File: config.mk
export PLATFORM = sky130hd
export DESIGN_NAME = event_sequencer
export DESIGN_NICKNAME = d
export VERILOG_FILES = /design/src/rtl/event_sequencer.sv
export SDC_FILE = /design/constraint.sdc
export NUM_CORES = 1
export LEC_CHECK = 0
export CORE_MARGIN = 3
export CORE_UTILIZATION = 40
export DETAILED_ROUTE_END_ITERATION = 6
export PLACE_DENSITY_LB_ADDON = 0.2
export SLEW_MARGIN = 20
export SYNTH_ARGS = -nofsm -noshare
export SYNTH_HDL_FRONTEND = slang
export SYNTH_SLANG_ARGS = --single-unit
File: constraint.sdc
create_clock -name clk -period 5.84 [get_ports clk]
set_clock_uncertainty 0.15 [all_clocks]
set_input_delay 1.168 -clock clk [delete_from_list [all_inputs] [get_ports clk]]
set_output_delay 1.168 -clock clk [all_outputs]
set_load 0.1 [all_outputs]
File: src/rtl/event_sequencer.sv
// Baseline / trigger / peak sequencer that drives the useful_event comparator and counts useful events.
// Define EVENT_HOLDOFF_EN to add a post-report holdoff window of HOLDOFF valid samples.
module event_sequencer #(
   parameter int BASE_LOG2    = 4,
   parameter int TRIG_DELTA   = 500,
   parameter int FALL_DELTA   = 1000,
   parameter int PEAK_TIMEOUT = 64,
   parameter int CHECK_CYCLES = 2,
   parameter int HOLDOFF      = 32
) (
   input  logic        clk,
   input  logic        nrst,
   input  logic        start,
   input  logic        stop,
   input  logic        sample_valid,
   input  logic [19:0] sample_data,
   input  logic        useful_event_out,
   output logic        useful_event_enable,
   output logic [19:0] baseline_value,
   output logic [19:0] current_maximum_value,
   output logic        event_done,
   output logic        event_useful,
   output logic [15:0] event_count,
   output logic        busy
);

   localparam logic [2:0] S_IDLE     = 3'd0;
   localparam logic [2:0] S_BASELINE = 3'd1;
   localparam logic [2:0] S_ARMED    = 3'd2;
   localparam logic [2:0] S_PEAK     = 3'd3;
   localparam logic [2:0] S_CHECK    = 3'd4;
   localparam logic [2:0] S_REPORT   = 3'd5;
`ifdef EVENT_HOLDOFF_EN
   localparam logic [2:0] S_HOLDOFF  = 3'd6;
`endif

   localparam int ACC_W = 20 + BASE_LOG2;
   // One shared counter serves every phase, so it is sized for the longest of them.
   localparam int CNT_M1 = ((1 << BASE_LOG2) > PEAK_TIMEOUT) ? (1 << BASE_LOG2) : PEAK_TIMEOUT;
   localparam int CNT_M2 = (CNT_M1 > HOLDOFF) ? CNT_M1 : HOLDOFF;
   localparam int CNT_M3 = (CNT_M2 > CHECK_CYCLES) ? CNT_M2 : CHECK_CYCLES;
   localparam int CNT_W  = $clog2(CNT_M3 + 1);

   localparam logic [CNT_W-1:0] BASE_LAST  = CNT_W'((1 << BASE_LOG2) - 1);
   localparam logic [CNT_W-1:0] PEAK_LAST  = CNT_W'(PEAK_TIMEOUT - 1);
   localparam logic [CNT_W-1:0] CHECK_LAST = CNT_W'(CHECK_CYCLES - 1);
`ifdef EVENT_HOLDOFF_EN
   localparam logic [CNT_W-1:0] HOLD_LAST  = CNT_W'(HOLDOFF - 1);
`endif

   function automatic logic [19:0] clamp20(input logic [20:0] v);
      return v[20] ? 20'hFFFFF : v[19:0];
   endfunction

   function automatic logic [15:0] sat_inc16(input logic [15:0] v);
      return (v == 16'hFFFF) ? v : v + 16'd1;
   endfunction

   logic [2:0]       r_state;
   logic [ACC_W-1:0] r_acc;
   logic [CNT_W-1:0] r_cnt;
   logic [19:0]      r_base;
   logic [19:0]      r_max;
   logic [15:0]      r_count;
   logic             r_stop_seen;
   logic             r_verdict;

   logic [ACC_W-1:0] w_acc_sum;
   logic [19:0]      w_level;
   logic             w_trig;
   logic             w_fall;
   logic             w_rise;

   assign w_acc_sum = r_acc + ACC_W'(sample_data);
   // Level is formed in 21 bits so a baseline near full scale clamps instead of wrapping low.
   assign w_level   = clamp20({1'b0, r_base} + 21'(TRIG_DELTA));
   assign w_trig    = sample_valid && (sample_data > w_level);
   assign w_fall    = ({1'b0, sample_data} + 21'(FALL_DELTA)) < {1'b0, r_max};
   assign w_rise    = sample_data > r_max;

   always_ff @(posedge clk) begin
      if (!nrst) begin
         r_state     <= S_IDLE;
         r_acc       <= '0;
         r_cnt       <= '0;
         r_base      <= '0;
         r_max       <= '0;
         r_count     <= '0;
         r_stop_seen <= 1'b0;
         r_verdict   <= 1'b0;
      end else begin
         case (r_state)
            S_IDLE: begin
               if (start && !stop) begin
                  r_state     <= S_BASELINE;
                  r_acc       <= '0;
                  r_cnt       <= '0;
                  r_count     <= '0;
                  r_stop_seen <= 1'b0;
               end
            end
            S_BASELINE: begin
               if (stop) begin
                  r_state <= S_IDLE;
               end else if (sample_valid) begin
                  r_acc <= w_acc_sum;
                  r_cnt <= r_cnt + 1'b1;
                  if (r_cnt == BASE_LAST) begin
                     r_base  <= w_acc_sum[ACC_W-1:BASE_LOG2];
                     r_state <= S_ARMED;
                  end
               end
            end
            S_ARMED: begin
               if (stop) begin
                  r_state <= S_IDLE;
               end else if (w_trig) begin
                  r_max   <= sample_data;
                  r_cnt   <= '0;
                  r_state <= S_PEAK;
               end
            end
            S_PEAK: begin
               if (stop) r_stop_seen <= 1'b1;
               if (sample_valid) begin
                  if (w_rise) r_max <= sample_data;
                  r_cnt <= r_cnt + 1'b1;
                  if (w_fall || (r_cnt == PEAK_LAST)) begin
                     r_cnt   <= '0;
                     r_state <= S_CHECK;
                  end
               end
            end
            S_CHECK: begin
               // Enable has been high since entry; the last cycle sees the comparator's registered verdict.
               if (stop) r_stop_seen <= 1'b1;
               r_cnt <= r_cnt + 1'b1;
               if (r_cnt == CHECK_LAST) begin
                  r_verdict <= useful_event_out;
                  r_state   <= S_REPORT;
               end
            end
            S_REPORT: begin
               if (r_verdict) r_count <= sat_inc16(r_count);
               r_cnt <= '0;
               if (r_stop_seen || stop) begin
                  r_stop_seen <= 1'b0;
                  r_state     <= S_IDLE;
               end else begin
`ifdef EVENT_HOLDOFF_EN
                  r_state <= S_HOLDOFF;
`else
                  r_state <= S_ARMED;
`endif
               end
            end
`ifdef EVENT_HOLDOFF_EN
            S_HOLDOFF: begin
               if (stop) begin
                  r_state <= S_IDLE;
               end else if (sample_valid) begin
                  r_cnt <= r_cnt + 1'b1;
                  if (r_cnt == HOLD_LAST) r_state <= S_ARMED;
               end
            end
`endif
            default: r_state <= S_IDLE;
         endcase
      end
   end

   assign busy                  = (r_state != S_IDLE);
   assign useful_event_enable   = (r_state == S_CHECK);
   assign event_done            = (r_state == S_REPORT);
   assign event_useful          = event_done && r_verdict;
   assign baseline_value        = r_base;
   assign current_maximum_value = r_max;
   assign event_count           = r_count;

endmodule
==> metrics.md, run 1 <==
| Metric | Value |
|---|---|
| Status | finished clean |
| Sink Count | 92 |
| Distinct cells, synth | 68 |
| Syn Area/Cell | 7.860 um2 |
| Max Clock Freq | 0.2078 GHz |
| Crit Path Category | input pin to flop |
| Num ports | 86 |
| Static leakage | 3.163 nW |
| Slowest CP cell | clkdlybuf4s50_1 |
| Number of H-tree levels | 3 |
| Drt first pass iters | 5 |
| Via density | 5.259 |
| Cell Rows | 47 |
| Starting Density | 41.23% |
| Routed wl met3 | 608 um |
| DR top layer | met4 |
| Total Wirelength | 18,490 um |
| Max-Cap Viols | 0 |
| Reg2reg path depth | 15 |
| Slowest stage delay, CP | 0.61 ns |
| Fraction of power spent switching nets | 33.76% |
| Register bit count reported by yosys | 92 |
| Final GP Congestion | 0.8361 |
| Die area | 0.01882 mm2 |
| Seq. cell area | 0.001842 mm2 |
| Met1 WL | 9240 um |
| Yosys top cell area share | 26.75% |
| Multi-input logic area | 0.004801 mm2 |
| Slew Limit Fails | 0 |
| Crit path capture | r_state[0]$_SDFFE_PN0P_ |
| Met2 Routed Length | 8295 um |
| Fill cell count | 1,679 |
| Delay-heaviest family, CP | compound AO/OA/AOI/OAI gates |
| Critical Path Start Type | input pin |
| RR Endpoint | r_cnt[1]$_SDFFE_PN0P_ |
| Combinational share of power | 24.8% |
| Post-Syn Nets | 985 |
| Clock power share | 36.3% |
| Cell Area, Synth | 0.006885 mm2 |
| Hold-fix buffers, CTS | 0 |
| Slew HR | 30.86% |
| Sequential power share | 38.8% |
| Clock Latency Late Sink | 0.36 ns |
| Post-CTS setup buffers | 0 |
| Most used flip-flop cell after synthesis | dfxtp_1 |
| Overall power | 0.001712 W |
| CP arrival | 4.94 ns |
| HPWL after DPL | 14,270 um |
| Maximum number of pins on one net before global-route repair | 58 |
| Core ar. | 0.01670 mm2 |
| Final Critical Period | 4.812 ns |
| CP required | 5.97 ns |
| Die height | 137.2 um |
| Gate Count Post-Synth | 876 |
| Number of routed nets with antenna violations | 0 |
| Final TNS setup | 0 ns |
| Worst Setup SP | sample_data[7] |
| CP cell instances | clkdlybuf4s50_1, or4_4, o31a_1, inv_2, nor2_2, nand4_1, xnor2_1, ha_1, a21o_1, a221oi_1, o21ai_0, a21oi_4, o22ai_4, or4b_1, a21oi_1 |
| Initial antenna violation count | 0 |
| Buf+Inv Stages, Crit Path | 2 |
| Tcrit/Tclk final | 82.40% |
| RSZ-0062 raised after global routing | no |
| Reg clk slew, reported paths | 0.07 ns |
| Synth warn | 0 |
| DR vias | 6,227 |
| Synth area leaders | dfxtp_1 27%, ha_1 15%, nand2_1 6.9% |
| Wire length per cell | 15.62 um |
| ANT cells | 0 |
| Pwr dens | 205.9 mW/mm2 |
| CTS tree | yes |
| Critical path peak fanout | 7 |
| First DRT Iteration DRCs | 346 |
| Synth area leader | dfxtp_1 |
| Number of global-route vias before repair | 5,972 |
| Switching power | 0.0005780 W |
| Drt drc | 0 |
| Final Setup Violations | 0 |
| GRT Resource Usage Total | 20.36% |
| Top-count cell post-synth | nand2_1 |
| Tightest Pin Transition | 1.037 ns |
| Post-layout net count | 1,068 |
| Worst R2R Start | baseline_value[4]$_SDFFE_PN0P_ |
| Fraction of layout cells with a size suffix above 1 | 5.498% |
| Area delta synth->final | 20.77% |
| FFs w/ async S/R, synth | 0% |
| CTS Root Cell | clkbuf_16 |
| Total global routing overflow | 0 |
| First-pass GRT wire length | 30,530 um |
| IO buf count | 85 |
| Post-CTS Resized | 0 |
| Worst R2R Setup Slack | 1.31 ns |
| Die Span X | 137.2 um |
| Critical Path Sink Type | flop |
| Hold WC Path Type | flop to flop |
| Final core utilization | 49.79% |
| Number of synthesized flops with an enable pin | 0 |
| Commonest cells post-synth | 127 x nand2_1, 93 x nor2_1, 92 x dfxtp_1 |
| Int Pwr | 0.001134 W |
| Sequential area share after synthesis | 26.75% |
| Hold Fails Final Rpt | 0 |
| CP Depth | 15 |
| Cts bufs inserted | 9 |
| Clk buf depth | 2 |
| Worst VDD drop | 139.9 uV |
==> worst min-delay path by stage <==
| stage | from | endpoint | cells after the start |
|---|---|---|---|
| after floorplan | r_acc[14]$_SDFFE_PN0P_ | r_acc[14]$_SDFFE_PN0P_ | 2 |
| after global placement | r_acc[0]$_SDFFE_PN0P_ | r_acc[0]$_SDFFE_PN0P_ | 2 |
| after detailed placement | r_acc[4]$_SDFFE_PN0P_ | r_acc[4]$_SDFFE_PN0P_ | 2 |
| after CTS | r_acc[4]$_SDFFE_PN0P_ | r_acc[4]$_SDFFE_PN0P_ | 2 |
| after global routing | r_acc[4]$_SDFFE_PN0P_ | r_acc[4]$_SDFFE_PN0P_ | 2 |
| final | r_acc[4]$_SDFFE_PN0P_ | r_acc[4]$_SDFFE_PN0P_ | 2 |
==> area by class of cell <==
type,count,area share (%)
repair buffers,99,11.44
inverters,37,1.670
clock inverters,7,0.9931
well taps,220,3.310
flip-flops and latches,92,22.15
multi-input cells,720,57.73
clock buffers,9,2.708
==> worst reg2reg max path, cell delays in order, from the launching register on <==
cell      delay, ns
dfxtp_1        0.37
or3_1          0.40
or3_1          0.35
nor2_1         0.30
nor3_1         0.11
buf_4          0.20
nor2_1         0.14
ha_1           0.26
a21o_1         0.16
a221o_1        0.32
a221o_1        0.35
a211oi_1       0.38
a21o_1         0.38
or2_1          0.26
o41ai_4        0.15
a21oi_1        0.18
==> sequential cells by signal, indices dropped and copies added, names as in the netlist <==
signal	cells
r_cnt	7
event_count	16
r_stop_seen	1
baseline_value	20
r_verdict	1
r_state	3
current_maximum_value	20
r_acc	24
==> cells in the final DEF, fill, tap and decap left out, types with 3 or more instances in the layout <==
master / instances
and3_1: 12
nor3_1: 20
clkbuf_16: 9
xor2_1: 26
o21bai_1: 5
a21oi_1: 65
nor2_1: 93
or4_1: 4
nand2_1: 127
o21ai_1: 4
or2_2: 4
buf_4: 14
nand2b_1: 4
a211o_1: 3
nand4_1: 17
or3_1: 11
and2_1: 8
dfxtp_1: 92
nand3_1: 30
xnor2_1: 36
a22oi_1: 13
nor4_1: 6
o21a_1: 8
a211oi_1: 9
ha_1: 82
a31oi_1: 3
o211ai_1: 4
o21ai_0: 33
clkdlybuf4s50_1: 84
nor2b_1: 11
inv_1: 34
a21o_1: 18
mux2i_1: 23
==> cells by family after synthesis <==
| group | after synthesis | share of synthesized area, % |
|---|---|---|
| AOI/OAI and AO/OA | 188 | 18.19 |
| muxes | 23 | 3.344 |
| DFF | 92 | 26.75 |
| buffers and inverters | 64 | 3.598 |
| xor gates and xnor gates | 62 | 7.887 |
| adders and majority gates | 83 | 15.19 |
| and+or+nand+nor | 364 | 25.04 |
==> power by group through the flow <==
stage / logic (W) / registers (W) / clock network [W]
2_1_floorplan: 0.000264 / 0.000709 / 0
3_3_place_gp: 0.000422 / 0.000679 / 0
3_5_place_dp: 0.000423 / 0.000679 / 0
4_1_cts: 0.000426 / 0.000665 / 0.000636
5_1_grt: 0.000473 / 0.000668 / 0.000662
6_report: 0.000425 / 0.000665 / 0.000622
==> through the flow <==
| stage | setup slack [ns] | std cells | cell area (um2) | hold WS [ns] |
|---|---|---|---|---|
| floorplan | 0.8465 | 876 | 6885 | 0.2856 |
| global placement | 0.7475 | 1168 | 8008 | 0.2964 |
| finish | 1.028 | 1184 | 8315 | 0.3120 |
| detailed placement | 0.6828 | 1168 | 8008 | 0.3031 |
| CTS | 1.033 | 1184 | 8315 | 0.3133 |
| global route | 0.7207 | 1184 | 8315 | 0.3246 |
==> layer usage <==
layer | track usage (%) | vias up
met5 | 0 | -
met4 | 5.488 | 0
met3 | 3.543 | 22
met2 | 32.59 | 93
met1 | 28.30 | 2824
li1 | - | 3288
No activity file was read; power rests on OpenSTA's default activity.
==> run 2, diff against run 1 <==
==> constraint.sdc (replaced) <==
create_clock -name clk -period 4.6 [get_ports clk]
set_clock_uncertainty 0.15 [all_clocks]
set_input_delay 0.92 -clock clk [delete_from_list [all_inputs] [get_ports clk]]
set_output_delay 0.92 -clock clk [all_outputs]
set_load 0.1 [all_outputs]
==> metrics.md, run 2 (synthesis gave the netlist of run 1 again) <==
| Metric | Value |
|---|---|
| Status | finished clean |
| Fill cell count | 1,698 (+1.1%) |
| GRT Resource Usage Total | 20.85% (+0.49 points) |
| CP required | 4.73 ns (-1.24 ns) |
| Maximum number of pins on one net before global-route repair | 58 (unchanged) |
| Hold Fails Final Rpt | 0 (unchanged) |
| Die area | 0.01882 mm2 (unchanged) |
| Overall power | 0.002184 W (+28%) |
| Clk buf depth | 2 (unchanged) |
| Fraction of layout cells with a size suffix above 1 | 9.128% (+3.6 points) |
| Cell Rows | 47 (unchanged) |
| Total Wirelength | 18,910 um (+2.3%) |
| Critical Path Start Type | input pin |
| Worst Setup SP | sample_data[5] |
| Max-Cap Viols | 0 (unchanged) |
| Tightest Pin Transition | 1.040 ns (+0.002512 ns) |
| Number of H-tree levels | 3 (unchanged) |
| Post-layout net count | 1,090 (+2.1%) |
| Sequential power share | 38.6% (-0.2 points) |
| Core ar. | 0.01670 mm2 (unchanged) |
| Crit Path Category | input pin to flop |
| Final GP Congestion | 0.8833 (+5.6%) |
| CTS Root Cell | clkbuf_16 |
| Sink Count | 92 (unchanged) |
| Initial antenna violation count | 0 (unchanged) |
| Tcrit/Tclk final | 92.65% |
| First DRT Iteration DRCs | 396 (+14%) |
| Worst R2R Setup Slack | 0.36 ns (-0.95 ns) |
| RSZ-0062 raised after global routing | no |
| Max reg flops | 24 (unchanged) |
| ANT cells | 0 (unchanged) |
| Number of global-route vias before repair | 6,067 (+1.6%) |
| Max Clock Freq | 0.2346 GHz |
| Fraction of power spent switching nets | 33.04% (-0.73 points) |
| Post-CTS setup buffers | 0 (unchanged) |
| IO buf count | 85 (unchanged) |
| Num ports | 86 (unchanged) |
| Most frequent cells in the layout | 127 x nand2_1, 93 x nor2_1, 82 x ha_1, 82 x clkdlybuf4s50_1, 81 x dfxtp_1 |
| Drt drc | 0 (unchanged) |
| Slew HR | 30.47% (-0.38 points) |
| Critical path peak fanout | 6 (-1) |
| Switching power | 0.0007216 W (+25%) |
| Final TNS setup | 0 ns (unchanged) |
| Die Span X | 137.2 um (unchanged) |
| Number of routed nets with antenna violations | 0 (unchanged) |
| Clock power share | 35.9% (-0.4 points) |
| Most common cell after layout, fill and taps aside | nand2_1 |
| Static leakage | 3.297 nW (+4.2%) |
| Final Setup Violations | 0 (unchanged) |
| Via density | 5.332 (+1.4%) |
| Reg clk slew, reported paths | 0.07 ns (about the same) |
| Hold-fix buffers, CTS | 0 (unchanged) |
| Hold WC Path Type | flop to flop |
| DR vias | 6,430 (+3.3%) |
| Worst R2R Start | baseline_value[4]$_SDFFE_PN0P_ |
| Clock Latency Late Sink | 0.35 ns (about the same) |
| Most flop-heavy register | r_acc |
| Hold_sp | r_acc[0]$_SDFFE_PN0P_ |
| Final Critical Period | 4.262 ns |
| Combinational share of power | 25.5% (+0.7 points) |
| Worst VDD drop | 180.1 uV (+29%) |
| HPWL after DPL | 14,910 um (+4.5%) |
| Cts bufs inserted | 9 (unchanged) |
| Die height | 137.2 um (unchanged) |
| Area delta synth->final | 23.59% |
| CTS tree | yes |
| Drt first pass iters | 4 (-1) |
| First-pass GRT wire length | 30,990 um (+1.5%) |
| Slew Limit Fails | 0 (unchanged) |
| Critical Path Sink Type | flop |
| Wire length per cell | 15.68 um (+0.40%) |
| Int Pwr | 0.001463 W (+29%) |
| CP arrival | 4.39 ns (-0.55 ns) |
| Total global routing overflow | 0 (unchanged) |
| Pwr dens | 256.7 mW/mm2 (+25%) |
| Starting Density | 41.23% (unchanged) |
-- run 2: worst max-delay path: stages --
cell and delay, ns:
clkdlybuf4s50_1 0.42, or4_4 0.59, o31a_1 0.30, inv_2 0.06, nor2_2 0.06, nand4_1 0.11, xnor2_1 0.13, ha_1 0.26
a21o_1 0.16, a221oi_1 0.27, o21ai_0 0.18, a21oi_4 0.16, o22ai_4 0.11, or4_1 0.52, a21oi_1 0.13
-- run 2: power groups by stage --
| stage | Sequential [W] | Clock [W] | Combinational [W] |
|---|---|---|---|
| floorplan | 0.000900 | 0 | 0.000335 |
| global placement | 0.000863 | 0 | 0.000551 |
| detailed placement | 0.000862 | 0 | 0.000553 |
| CTS | 0.000844 | 0.000803 | 0.000557 |
| global route | 0.000848 | 0.000832 | 0.000617 |
| finish | 0.000844 | 0.000783 | 0.000557 |
-- run 2: worst paths after layout --
path / end / depth (start not counted)
max: r_state[1]$_SDFFE_PN0P_ / 15
min: r_acc[0]$_SDFFE_PN0P_ / 2
max reg2reg: r_cnt[5]$_SDFFE_PN0P_ / 17
min reg2reg: r_acc[0]$_SDFFE_PN0P_ / 2
-- run 2: per-stage QoR --
step / util (%) / area, um2 / instances / setup WS, ns / hold WS [ns]
6_report: 50.95 / 8509 / 1206 / 0.3380 / 0.3081
5_1_grt: 50.95 / 8509 / 1206 / 0.04936 / 0.3363
4_1_cts: 50.88 / 8498 / 1206 / 0.1706 / 0.3121
3_5_place_dp: 49.02 / 8187 / 1190 / -0.05731 / 0.3026
3_3_place_gp: 49.02 / 8187 / 1190 / -0.01110 / 0.2951
2_1_floorplan: - / 6904 / 876 / 0.1262 / 0.2856
-- run 2: repair_timing --
| item | 4_1_cts | 5_1_grt |
|---|---|---|
| gates resized for setup | 0 | 2 |
| endpoints found under the hold margin | 0 | 0 |
| endpoints found under the setup margin | 0 | 28 |
-- run 2: routing by layer --
metal,track usage [%],part of all wire (%),up-vias
li1,-,-,3325
met4,7.428,2.4,0
met2,33.22,45,117
met3,2.337,3.4,26
met1,29.19,50,2962
met5,0,0,-
-- run 2: cell type report --
class                           instances  area (um2)  area share (%)
Multi-Input combinational cell        720        4817           56.61
Sequential cell                        92        1856           21.81
Timing Repair Buffer                  121        1111           13.06
Tap cell                              220       275.3           3.235
Clock buffer                           10       239.0           2.808
Inverter                               37       138.9           1.632
Clock inverter                          6       72.57          0.8528
==> patch 1: new RTL, config.mk and constraints of run 1 <==
The parameter `BASE_LOG2` goes from 4 to 3.
--- a/src/rtl/event_sequencer.sv
+++ b/src/rtl/event_sequencer.sv
@@ -2,5 +2,5 @@
 // Define EVENT_HOLDOFF_EN to add a post-report holdoff window of HOLDOFF valid samples.
 module event_sequencer #(
-   parameter int BASE_LOG2    = 4,
+   parameter int BASE_LOG2    = 3,
    parameter int TRIG_DELTA   = 500,
    parameter int FALL_DELTA   = 1000,
Function: changed (Yosys sat finds a counterexample within 10 cycles, from zero or initial values and one cycle with nrst low).
==> patch 1 against run 1 <==
Synthesized area down 0.24%; largest cell class unchanged; non-clock buffer count down 8; worst setup slack better by 0.28 ns; total power down 7.1%; sequential cell count down 1; combinational power down 19%; routed wire length down 2.4%; design area down 1.2%; largest power group unchanged; critical endpoint is now r_cnt[0]; count of clock-buffer cells in the layout unchanged.
==> patch 1: results (changes against run 1) <==
[grt]
grt_util_met3_pct = 3.24  ; -0.31 points
grt_start_max_net_pins = 63  ; +8.6%
grtUsageTotal_pct = 19.7  ; -0.64 points
grt_pass1_wl_um = 29600  ; -3.1%
grt_pass1_vias = 5959  ; -0.22%

[setup_path]
startpoint = sample_data[3]
arrival_ns = 4.61  ; -0.33 ns
cp_max_fo = 8  ; +1
r2r_end = current_maximum_value[19]
max_stage_delay_ns = 0.57  ; -0.04 ns

[drt]
drt-vias-per-instance = 5.48  ; +4.2%
drt-initial-drc-count = 377  ; +9.0%

[cells_and_area]
final_nets = 1043  ; -2.3%
largest_register_ffs = 23  ; -4.2%
drive_gt1_share_pct = 4.69  ; -0.81 points

[sta]
worst_pin_slew_ns = 0.993  ; -0.0445 ns

[synthesis]
synthXorXnorAreaFrac_pct = 7.52  ; -0.36 points
synthMuxAreaShare_pct = 3.83  ; +0.48 points
synthAdderAreaFrac_pct = 15.2  ; +0.036 points
synthTopCellsByArea = dfxtp_1, ha_1, nand2_1

[place]
dp_hpwl_um = 13900  ; -2.7%
gp_congestion = 0.839  ; +0.29%
dp_cells = 1143  ; -2.1%

[hold_path]
hold_end = r_acc[12]

[run_status]
status = complete, no violations

[pwr]
leakagePower_nw = 3.26  ; +3.2%

## patch 1: cell types whose count changed after synthesis, sizes merged, moves of 11 or more
cell	before	now
nor2	94	73
xnor2	36	25
nand4	17	28
nand2	127	114
nand3	31	43
o21ai	37	48
## patch 1: cell type report
cell class	count	area, um2
fill	1698	8490
clock buffer	9	225
timing repair buffer	91	891
clock inverter	7	65.1
sequential	91	1820
multi-input combinational	706	4800
tap	220	275
inverter	35	131
## patch 1: report_power, final
part | internal, mW | total (mW) | switching, mW
Combinational | 0.127 | 0.345 | 0.218
Clock | 0.301 | 0.595 | 0.293
Sequential | 0.633 | 0.651 | 0.0175
## patch 1: cell families after synthesis
group / after synthesis
simple gates: 340
compound gates: 198
xor+xnor: 59
flops: 91
buf+inv: 60
mux: 26
fa+ha+maj: 83
## patch 1: worst max-delay path, delay by kind of cell
| family | cells | cell delay [ns] |
|---|---|---|
| AND/OR/NAND/NOR | 4 | 0.81 |
| adder cells (fa/ha/maj) | 2 | 0.61 |
| AO/OA/AOI/OAI | 6 | 1.29 |
| buffers and inverters | 1 | 0.57 |
| XOR/XNOR | 1 | 0.15 |
## patch 1: layer usage
layer | part of all wire, % | routed length (um) | vias to the layer above
met3 | 4.2 | 766 | 22
met4 | 2.1 | 386 | 0
met2 | 45 | 8130 | 122
met5 | 0 | 0 | -
met1 | 49 | 8760 | 2938
li1 | - | - | 3272
## patch 1: stage by stage
step | power, mW | setup WS, ns | instance area (um2) | hold WS [ns]
3_5_place_dp | 1.01 | 0.927 | 7920 | 0.297
3_3_place_gp | 1.01 | 1.02 | 7920 | 0.290
4_1_cts | 1.61 | 1.28 | 8210 | 0.308
6_report | 1.59 | 1.31 | 8210 | 0.305
2_1_floorplan | 0.908 | 1.04 | 6870 | 0.279
5_1_grt | 1.67 | 1.01 | 8210 | 0.328
==> patch 2: new RTL, settings of run 1 <==
Without the edit above. Make the reset (`nrst`) asynchronous in one clocked block.
--- a/src/rtl/event_sequencer.sv
+++ b/src/rtl/event_sequencer.sv
@@ -79,5 +79,5 @@
    assign w_rise    = sample_data > r_max;
 
-   always_ff @(posedge clk) begin
+   always_ff @(posedge clk or negedge nrst) begin
       if (!nrst) begin
          r_state     <= S_IDLE;
Check against the original RTL: differs if nrst is asserted again (counterexample within 4 cycles, from zero or initial values and one cycle with nrst low); with nrst held inactive, the same outputs for 10 cycles.
==> patch 2 against run 1 <==
Routed wire length decreased by 2.8%; synthesized area rose by 1.3%; critical path depth rose by 1; sequential cell count unchanged; design area up 1.4%; worst setup slack lost 0.0013 ns; worst hold slack improved by 0.022 ns.
Power is not compared: it rests on default switching activity, and its combinational part moved more than twofold at a synthesized area within 25%.
==> patch 2: results (changes against run 1) <==
[synthesis]
synthTopCellsByArea = dfrtp_1, ha_1, mux2_2
syn-num-nets = 884  ; -10%
synthAdderAreaFrac_pct = 15.0  ; -0.20 points
synthTopCellsByCount = dfrtp_1, ha_1, nand2_1
synth_cell_types = 66  ; -2.9%
synthMuxAreaShare_pct = 5.58  ; +2.2 points
seq_area_frac_synth_pct = 33.0  ; +6.2 points
avgSynthCellArea_um2 = 9.00  ; +15%
synthXorXnorAreaFrac_pct = 7.41  ; -0.48 points
synth_compound_area_share_pct = 16.9  ; -1.3 points
synthArstFlopShare_pct = 100  ; +100 points

[setup_path]
cp_max_fo = 8  ; +1
rr_worst_depth = 16  ; +1
r2r_start = baseline_value[2]
endpoint = r_cnt[5]
arrival_ns = 4.86  ; -0.08 ns
rrSetupSlack_ns = 1.03  ; -0.28 ns
cp-start-kind = register
max_stage_delay_ns = 0.43  ; -0.18 ns
crit_slowest_cell = dfrtp_1
critical_path.top_delay_family = simple AND/OR/NAND/NOR gates

[drt]
dr.pass1.iters = 5  ; unchanged
wl_met3_um = 670  ; +10%
avgRoutedWirePerCell_um = 16.6  ; +6.1%
drt-initial-drc-count = 281  ; -19%
wl_met1_um = 8840  ; -4.3%
drt-vias-per-instance = 5.40  ; +2.6%

[place]
dp_hpwl_um = 13500  ; -5.1%
gp_congestion = 0.867  ; +3.6%

[run_status]
status = complete, no violations

[grt]
grtUsageTotal_pct = 19.1  ; -1.3 points
grt_pass1_vias = 5636  ; -5.6%
grt_pass1_wl_um = 29900  ; -2.2%
grt_util_met3_pct = 2.94  ; -0.61 points
grt.met2_usage_pct = 30.3  ; -2.3 points
grt_util_met1_pct = 26.9  ; -1.4 points
grt_start_max_net_pins = 65  ; +12%

[cells_and_area]
final_nets = 970  ; -9.2%
fill_cells = 1613  ; -3.9%
drive_gt1_share_pct = 8.44  ; +2.9 points
instances_no_fill = 1085  ; -8.4%

[sta]
max-slew-margin-rel_pct = 27.6  ; -3.3 points

-- patch 2: report_power, final --
group | total (mW) | switching [mW] | leakage [nW] | internal, mW
clock network | 0.673 | 0.255 | 0.160 | 0.417
logic | 2.20 | 1.46 | 2.45 | 0.742
registers | 0.973 | 0.160 | 1.22 | 0.813
-- patch 2: final cells by class --
type	count	area (um2)	area share, %
Clock buffer	11	233	2.76
Clock inverter	4	98.8	1.17
Inverter	38	143	1.69
Multi-Input combinational cell	624	4450	52.8
Sequential cell	92	2300	27.3
Tap cell	220	275	3.26
Timing Repair Buffer	96	931	11.0
-- patch 2: through the flow --
step	hold WS, ns	setup WS [ns]	area [um2]	utilization (%)
4_1_cts	0.338	1.06	8430	50.1
3_3_place_gp	0.316	0.850	8100	48.2
2_1_floorplan	0.303	1.05	6980	-
6_report	0.334	1.03	8430	50.1
5_1_grt	0.359	0.677	8430	50.1
3_5_place_dp	0.323	0.779	8100	48.2
-- patch 2: worst reg2reg max path: stages, from the launching register on --
cell and delay [ns]:
dfrtp_1 0.43, ha_1 0.24, or3_1 0.42, or3_1 0.37, o21ai_1 0.36, nor2_1 0.18
nand3_1 0.13, mux2i_1 0.19, ha_1 0.26, nand4_1 0.14, and4bb_1 0.23, a221o_1 0.32
nor3_1 0.18, buf_4 0.19, o31a_1 0.34, o21bai_1 0.34, o221ai_1 0.18
-- patch 2: how the worst min path moves through the flow --
stage	startpoint	to	slack, ns	cells after the start
3_5_place_dp	r_acc[2]	r_acc[2]	0.32	2
3_3_place_gp	r_acc[2]	r_acc[2]	0.32	2
2_1_floorplan	r_acc[17]	r_acc[17]	0.30	2
6_report	r_acc[2]	r_acc[2]	0.33	2
5_1_grt	r_acc[2]	r_acc[2]	0.36	2
4_1_cts	r_acc[2]	r_acc[2]	0.34	2
